File: config.mk
export PLATFORM = sky130hd
export DESIGN_NAME = uart_tx_arb
export DESIGN_NICKNAME = d
export VERILOG_FILES = /design/src/rtl/uart_tx_arb.sv
export SDC_FILE = /design/constraint.sdc
export NUM_CORES = 1
export LEC_CHECK = 0
export ABC_CLOCK_PERIOD_IN_PS = 1400
export CAP_MARGIN = 15
export CORE_ASPECT_RATIO = 2
export CORE_MARGIN = 3
export CORE_UTILIZATION = 32
export DETAILED_ROUTE_END_ITERATION = 10
export HOLD_SLACK_MARGIN = 0.03
export SYNTH_ARGS = -nofsm -noshare
export SYNTH_HDL_FRONTEND = slang
export SYNTH_SLANG_ARGS = --single-unit
File: constraint.sdc
create_clock -name clk_tx -period 1.4 [get_ports clk_tx]
set_input_delay 0.14 -clock clk_tx [delete_from_list [all_inputs] [get_ports clk_tx]]
set_output_delay 0.14 -clock clk_tx [all_outputs]
set_load 0.03 [all_outputs]
File: src/rtl/uart_tx_arb.sv
// ---------------------------------------------------------------------------
// uart_tx_arb
//   Two-requester word arbiter feeding a UART character FIFO. A granted
//   32-bit word is split into WORD_BYTES bytes, MSB first, and pushed one
//   byte per cycle whenever the FIFO has room. Ties are broken by a
//   last-grant pointer, so continuous contention alternates 0,1,0,1.
//
//   Optional feature, macro TX_ARB_HDR_EN: prefix each word with a header
//   byte {HDR_BYTE[7:1], grant_id}. Without the macro there is no header
//   state and exactly WORD_BYTES bytes are written per word.
//
// Parameters
//   WORD_BYTES  bytes sent per accepted word (1..4)
//   HDR_BYTE    header template (only used with TX_ARB_HDR_EN)
//
// Ports
//   clk_tx       in   single clock, rising edge
//   rst_clk_tx   in   synchronous active-high reset
//   reqN_valid   in   requester N has a word
//   reqN_data    in   requester N word (32b)
//   reqN_ready   out  requester N word accepted this cycle (combinational)
//   fifo_full    in   char FIFO cannot take a write
//   fifo_din     out  byte to char FIFO (8'h00 when not writing)
//   fifo_wr_en   out  char FIFO push strobe
//   busy         out  FSM not in IDLE
//   grant_id     out  owner of the current word, valid while busy
// ---------------------------------------------------------------------------
module uart_tx_arb #(
  parameter int         WORD_BYTES = 4,
  parameter logic [7:0] HDR_BYTE   = 8'hA4
) (
  input  logic        clk_tx,
  input  logic        rst_clk_tx,
  input  logic        req0_valid,
  input  logic [31:0] req0_data,
  output logic        req0_ready,
  input  logic        req1_valid,
  input  logic [31:0] req1_data,
  output logic        req1_ready,
  input  logic        fifo_full,
  output logic [7:0]  fifo_din,
  output logic        fifo_wr_en,
  output logic        busy,
  output logic        grant_id
);

  localparam int NUM_REQ = 2;

  localparam logic [1:0] ST_IDLE = 2'd0;
  localparam logic [1:0] ST_SEND = 2'd1;
`ifdef TX_ARB_HDR_EN
  localparam logic [1:0] ST_HDR  = 2'd2;
`endif

  // Index of the final data byte; the counter stops here and wraps to 0.
  localparam logic [2:0] LAST_IDX = 3'(WORD_BYTES - 1);

  logic [1:0]  state_q, state_d;
  logic [31:0] shift_q, shift_d;
  logic [2:0]  cnt_q, cnt_d;
  logic        grant_q, grant_d;
  logic        last_q, last_d;

  // Requesters gathered into packed arrays so ready/arb logic is uniform.
  logic [NUM_REQ-1:0]       req_valid;
  logic [NUM_REQ-1:0][31:0] req_data;
  logic [NUM_REQ-1:0]       req_ready;

  assign req_valid = {req1_valid, req0_valid};
  assign req_data  = {req1_data, req0_data};

  logic idle;
  logic win;
  logic accept;
  logic sending;

  assign idle = (state_q == ST_IDLE);

  // Single valid requester wins outright; on a tie the one not served last.
  assign win = (&req_valid) ? ~last_q : req_valid[1];

  genvar gi;
  generate
    for (gi = 0; gi < NUM_REQ; gi++) begin : g_rdy
      assign req_ready[gi] = idle && req_valid[gi] && (win == 1'(gi));
    end
  endgenerate

  assign req0_ready = req_ready[0];
  assign req1_ready = req_ready[1];
  assign accept     = |req_ready;

  // Any byte-producing state; the FIFO sees a push whenever it has room.
`ifdef TX_ARB_HDR_EN
  assign sending = (state_q == ST_SEND) || (state_q == ST_HDR);
`else
  assign sending = (state_q == ST_SEND);
`endif

  assign fifo_wr_en = sending && !fifo_full;
  assign busy       = !idle;
  assign grant_id   = grant_q;

  always_comb begin
    fifo_din = 8'h00;
    if (fifo_wr_en) begin
`ifdef TX_ARB_HDR_EN
      if (state_q == ST_HDR) fifo_din = {HDR_BYTE[7:1], grant_q};
      else                   fifo_din = shift_q[31:24];
`else
      fifo_din = shift_q[31:24];
`endif
    end
  end

`ifndef TX_ARB_HDR_EN
  // Header template has no consumer in this build.
  logic unused_hdr;
  assign unused_hdr = ^HDR_BYTE;
`endif

  always_comb begin
    state_d = state_q;
    shift_d = shift_q;
    cnt_d   = cnt_q;
    grant_d = grant_q;
    last_d  = last_q;
    case (state_q)
      ST_IDLE: begin
        if (accept) begin
          shift_d = req_data[win];
          grant_d = win;
          cnt_d   = 3'd0;
`ifdef TX_ARB_HDR_EN
          state_d = ST_HDR;
`else
          state_d = ST_SEND;
`endif
        end
      end
`ifdef TX_ARB_HDR_EN
      ST_HDR: begin
        if (!fifo_full) state_d = ST_SEND;
      end
`endif
      ST_SEND: begin
        // Stall entirely while the FIFO is full: nothing shifts or counts.
        if (!fifo_full) begin
          shift_d = {shift_q[23:0], 8'h00};
          if (cnt_q == LAST_IDX) begin
            state_d = ST_IDLE;
            cnt_d   = 3'd0;
            last_d  = grant_q;
          end else begin
            cnt_d = cnt_q + 3'd1;
          end
        end
      end
      default: state_d = ST_IDLE;
    endcase
  end

  always_ff @(posedge clk_tx) begin
    if (rst_clk_tx) begin
      state_q <= ST_IDLE;
      shift_q <= 32'h0;
      cnt_q   <= 3'd0;
      grant_q <= 1'b0;
      // Pointer at 1 so requester 0 wins the first tie after reset.
      last_q  <= 1'b1;
    end else begin
      state_q <= state_d;
      shift_q <= shift_d;
      cnt_q   <= cnt_d;
      grant_q <= grant_d;
      last_q  <= last_d;
    end
  end

endmodule

==> results.txt, run 1 <==
Cell variety after synth = 38
instance count on the critical path = 5
R2R depth = 4
number of global-route vias before repair = 2221
GRT overflow = 0
most used cell, CP = buf_6
hold slack = 0.459 ns
RSZ-0062 raised after global routing = yes
highest clock rate = 0.691 GHz
final core utilization = 52.1%
Routed WL per cell = 16.9 µm
final-report setup violation count = 2
area share of the largest cell type after synthesis = 31.2%
share of cells above drive strength 1 = 34.8%
Routed WL = 7.28 mm
failing checks = negative setup slack
Worst Setup End Kind = output port
Leak Pwr = 1.41 nW
worst min path class = reg -> reg
maximum fanout along the worst path = 5
worst hold stages = 2
io pins = 82
Post-synth EDFFs = 0
Req. time, crit path = 1.26 ns
min cycle time layout = 1.45 ns
initial antenna violation count = 0
drc violations = 0
Crit Path Class = reg -> out
status = finished, violations left
Worst Setup Start Kind = flop
total CTS buffers = 5
FP Rows = 44
Setup Skew = 0.00693 ns
delay-heaviest family, CP = buffers and inverters
final slew viol count = 0
VDD IR max = 549 µV
largest net degree at the start of global routing = 32
post-detail-place hpwl = 5.13 mm
CP Buf/Inv Count = 3
FFs w/ async S/R, synth = 0%
DP Area = 3490 µm²
number of routed nets with antenna violations = 0
core area = 7320 µm²
synthesized cell area = 2440 µm²
final non-filler cell area = 3810 µm²
Cells after Synth = 246
sequential area share after synthesis = 31.2%
syn avg cell area = 9.91 µm²
critical path's largest stage delay = 0.37 ns
diodes inserted = 0
Post-Synthesis Net Count = 316
drt initial violations = 121
Critical Path, Cell by Cell = a21boi_4 -> buf_12 -> buf_6 -> nor3b_4 -> buf_6
Final #Nets = 408
clk buf depth = 2
setup TNS = -0.0644 ns
P&R area growth vs syn = 56.5%
Die Span Y = 129 µm
Worst Tran Pin Value = 0.379 ns
Final Cycle Share = 103%
Placed Cells = 416
leading post-synthesis cells by cell area = dfxtp_1 31%, o22ai_2 10%, mux2_2 9.7%, mux2i_1 9.0%, nor4b_1 7.5%
Filler Cells Inserted = 693
RD Place Congestion = 0.821
area leader, netlist = dfxtp_1
Max Cap Viol = 0
most frequent cells in the layout = 65 x clkdlybuf4s50_1, 36 x dfxtp_1, 34 x buf_4
FF+latch count, synth = 38
port buffer count = 81
Rel. slew slack = 74.7%
die area = 8760 µm²
CTS tree = built
CP max-delay cell = dfxtp_4
Initial Util = 33.3%
CTS clock-pin slew for the worst setup and hold paths = 0.06 ns
fin cells = 431
clk_lat worst skew = 0.29 ns
H-tree depth = 2
clk root buf = clkbuf_16
first-pass GRT wire length = 10.9 mm
dominant synthesized flop cell = dfxtp_1
commonest non-fill, non-tap cell in the layout = clkdlybuf4s50_1
CP arrival = 1.31 ns
Hold Vio Cnt, Final = 0
CTS sink cnt = 38
DR vias = 2284
final setup margin = -0.0474 ns
Warnings, synthesis = 0
power density over cell area = 873 nW/µm²
GRT Util Overall = 17.1%
iteration count of the initial detailed-routing pass = 4
Vias/cell = 5.30
width of the chip = 67.7 µm
sequential cells by signal, indices dropped and copies added (netlist names):
register	flops
cnt_q	3
grant_id	1
last_q	1
shift_q	32
state_q	1
final timing paths:
kind	startpoint	to	slack, ns
setup / recovery	last_q	req0_ready	-0.05
hold / removal	cnt_q[2]	cnt_q[2]	0.46
setup reg to reg	last_q	shift_q[29]	0.01
hold reg to reg	cnt_q[2]	cnt_q[2]	0.46
per-layer routing:
| metal | vias up | share of wire (%) | global-route usage (%) | routed length (µm) |
|---|---|---|---|---|
| li1 | 1136 | - | - | - |
| met1 | 1081 | 36 | 17.1 | 2630 |
| met2 | 61 | 57 | 32.6 | 4130 |
| met3 | 6 | 5.1 | 3.04 | 369 |
| met4 | 0 | 2.0 | 7.54 | 144 |
| met5 | - | 0 | 0 | 0 |
power breakdown:
| part | internal [mW] | switching, mW |
|---|---|---|
| combinational | 0.495 | 0.343 |
| clock | 0.841 | 0.427 |
| sequential | 1.16 | 0.0616 |
final cells by class:
class / count / area (µm²) / area share (%)
clock buffer: 7 / 133 / 3.48
inverter: 4 / 17.5 / 0.459
timing repair buffer: 114 / 1170 / 30.6
sequential: 38 / 768 / 20.1
clock inverter: 1 / 30.0 / 0.787
multi-input combinational: 175 / 1580 / 41.5
tap: 92 / 115 / 3.02
tightest hold or removal path, stage by stage (launching register included):
cell	delay, ns
dfxtp_1	0.32
inv_1	0.05
a2111oi_0	0.04
synth_stat cells, drive strengths merged, types with 2 or more instances:
| cell | count |
|---|---|
| a311oi | 2 |
| nor2 | 4 |
| o21ai | 3 |
| nand3b | 2 |
| inv | 4 |
| nor3 | 2 |
| nand2b | 5 |
| nor4b | 21 |
| mux2 | 21 |
| mux2i | 22 |
| and2 | 9 |
| clkbuf | 12 |
| a21oi | 29 |
| buf | 17 |
| o2bb2ai | 8 |
| or3b | 2 |
| o22ai | 23 |
| or2 | 2 |
| a32oi | 8 |
| dfxtp | 38 |
timing repair:
| item | in CTS | in global routing |
|---|---|---|
| hold buffers | 0 | 0 |
| gates cloned | 2 | 0 |
| endpoints found under the setup margin | 12 | 15 |
| gates resized for setup | 13 | 8 |
| setup buffers | 5 | 0 |
| pin swaps | 2 | 3 |
stage by stage:
stage          setup slack (ns)  power (mW)
2_1_floorplan           0.00767        1.67
3_3_place_gp             -0.280        2.02
3_5_place_dp             -0.287        2.03
4_1_cts                 -0.0720        3.35
5_1_grt                 -0.0780        3.47
6_report                -0.0474        3.33
kinds of logic (layout without fill, tap and decap cells):
logic type / after synthesis / count (layout) / share of synthesized area (%)
and+or+nand+nor: 54 / 54 / 16.2
muxes: 43 / 43 / 18.7
DFF: 38 / 38 / 31.2
buffers and inverters: 33 / 126 / 7.34
adders and majority gates: 1 / 1 / 0.513
AOI/OAI and AO/OA: 77 / 77 / 26.0
No activity file was read; power rests on OpenSTA's default activity.
==> run 2, diff against run 1 <==
- ABC_CLOCK_PERIOD_IN_PS: 1400 -> not set
==> results of run 2 <==
No change in the layout: final DEF, timing and power equal those of run 1.
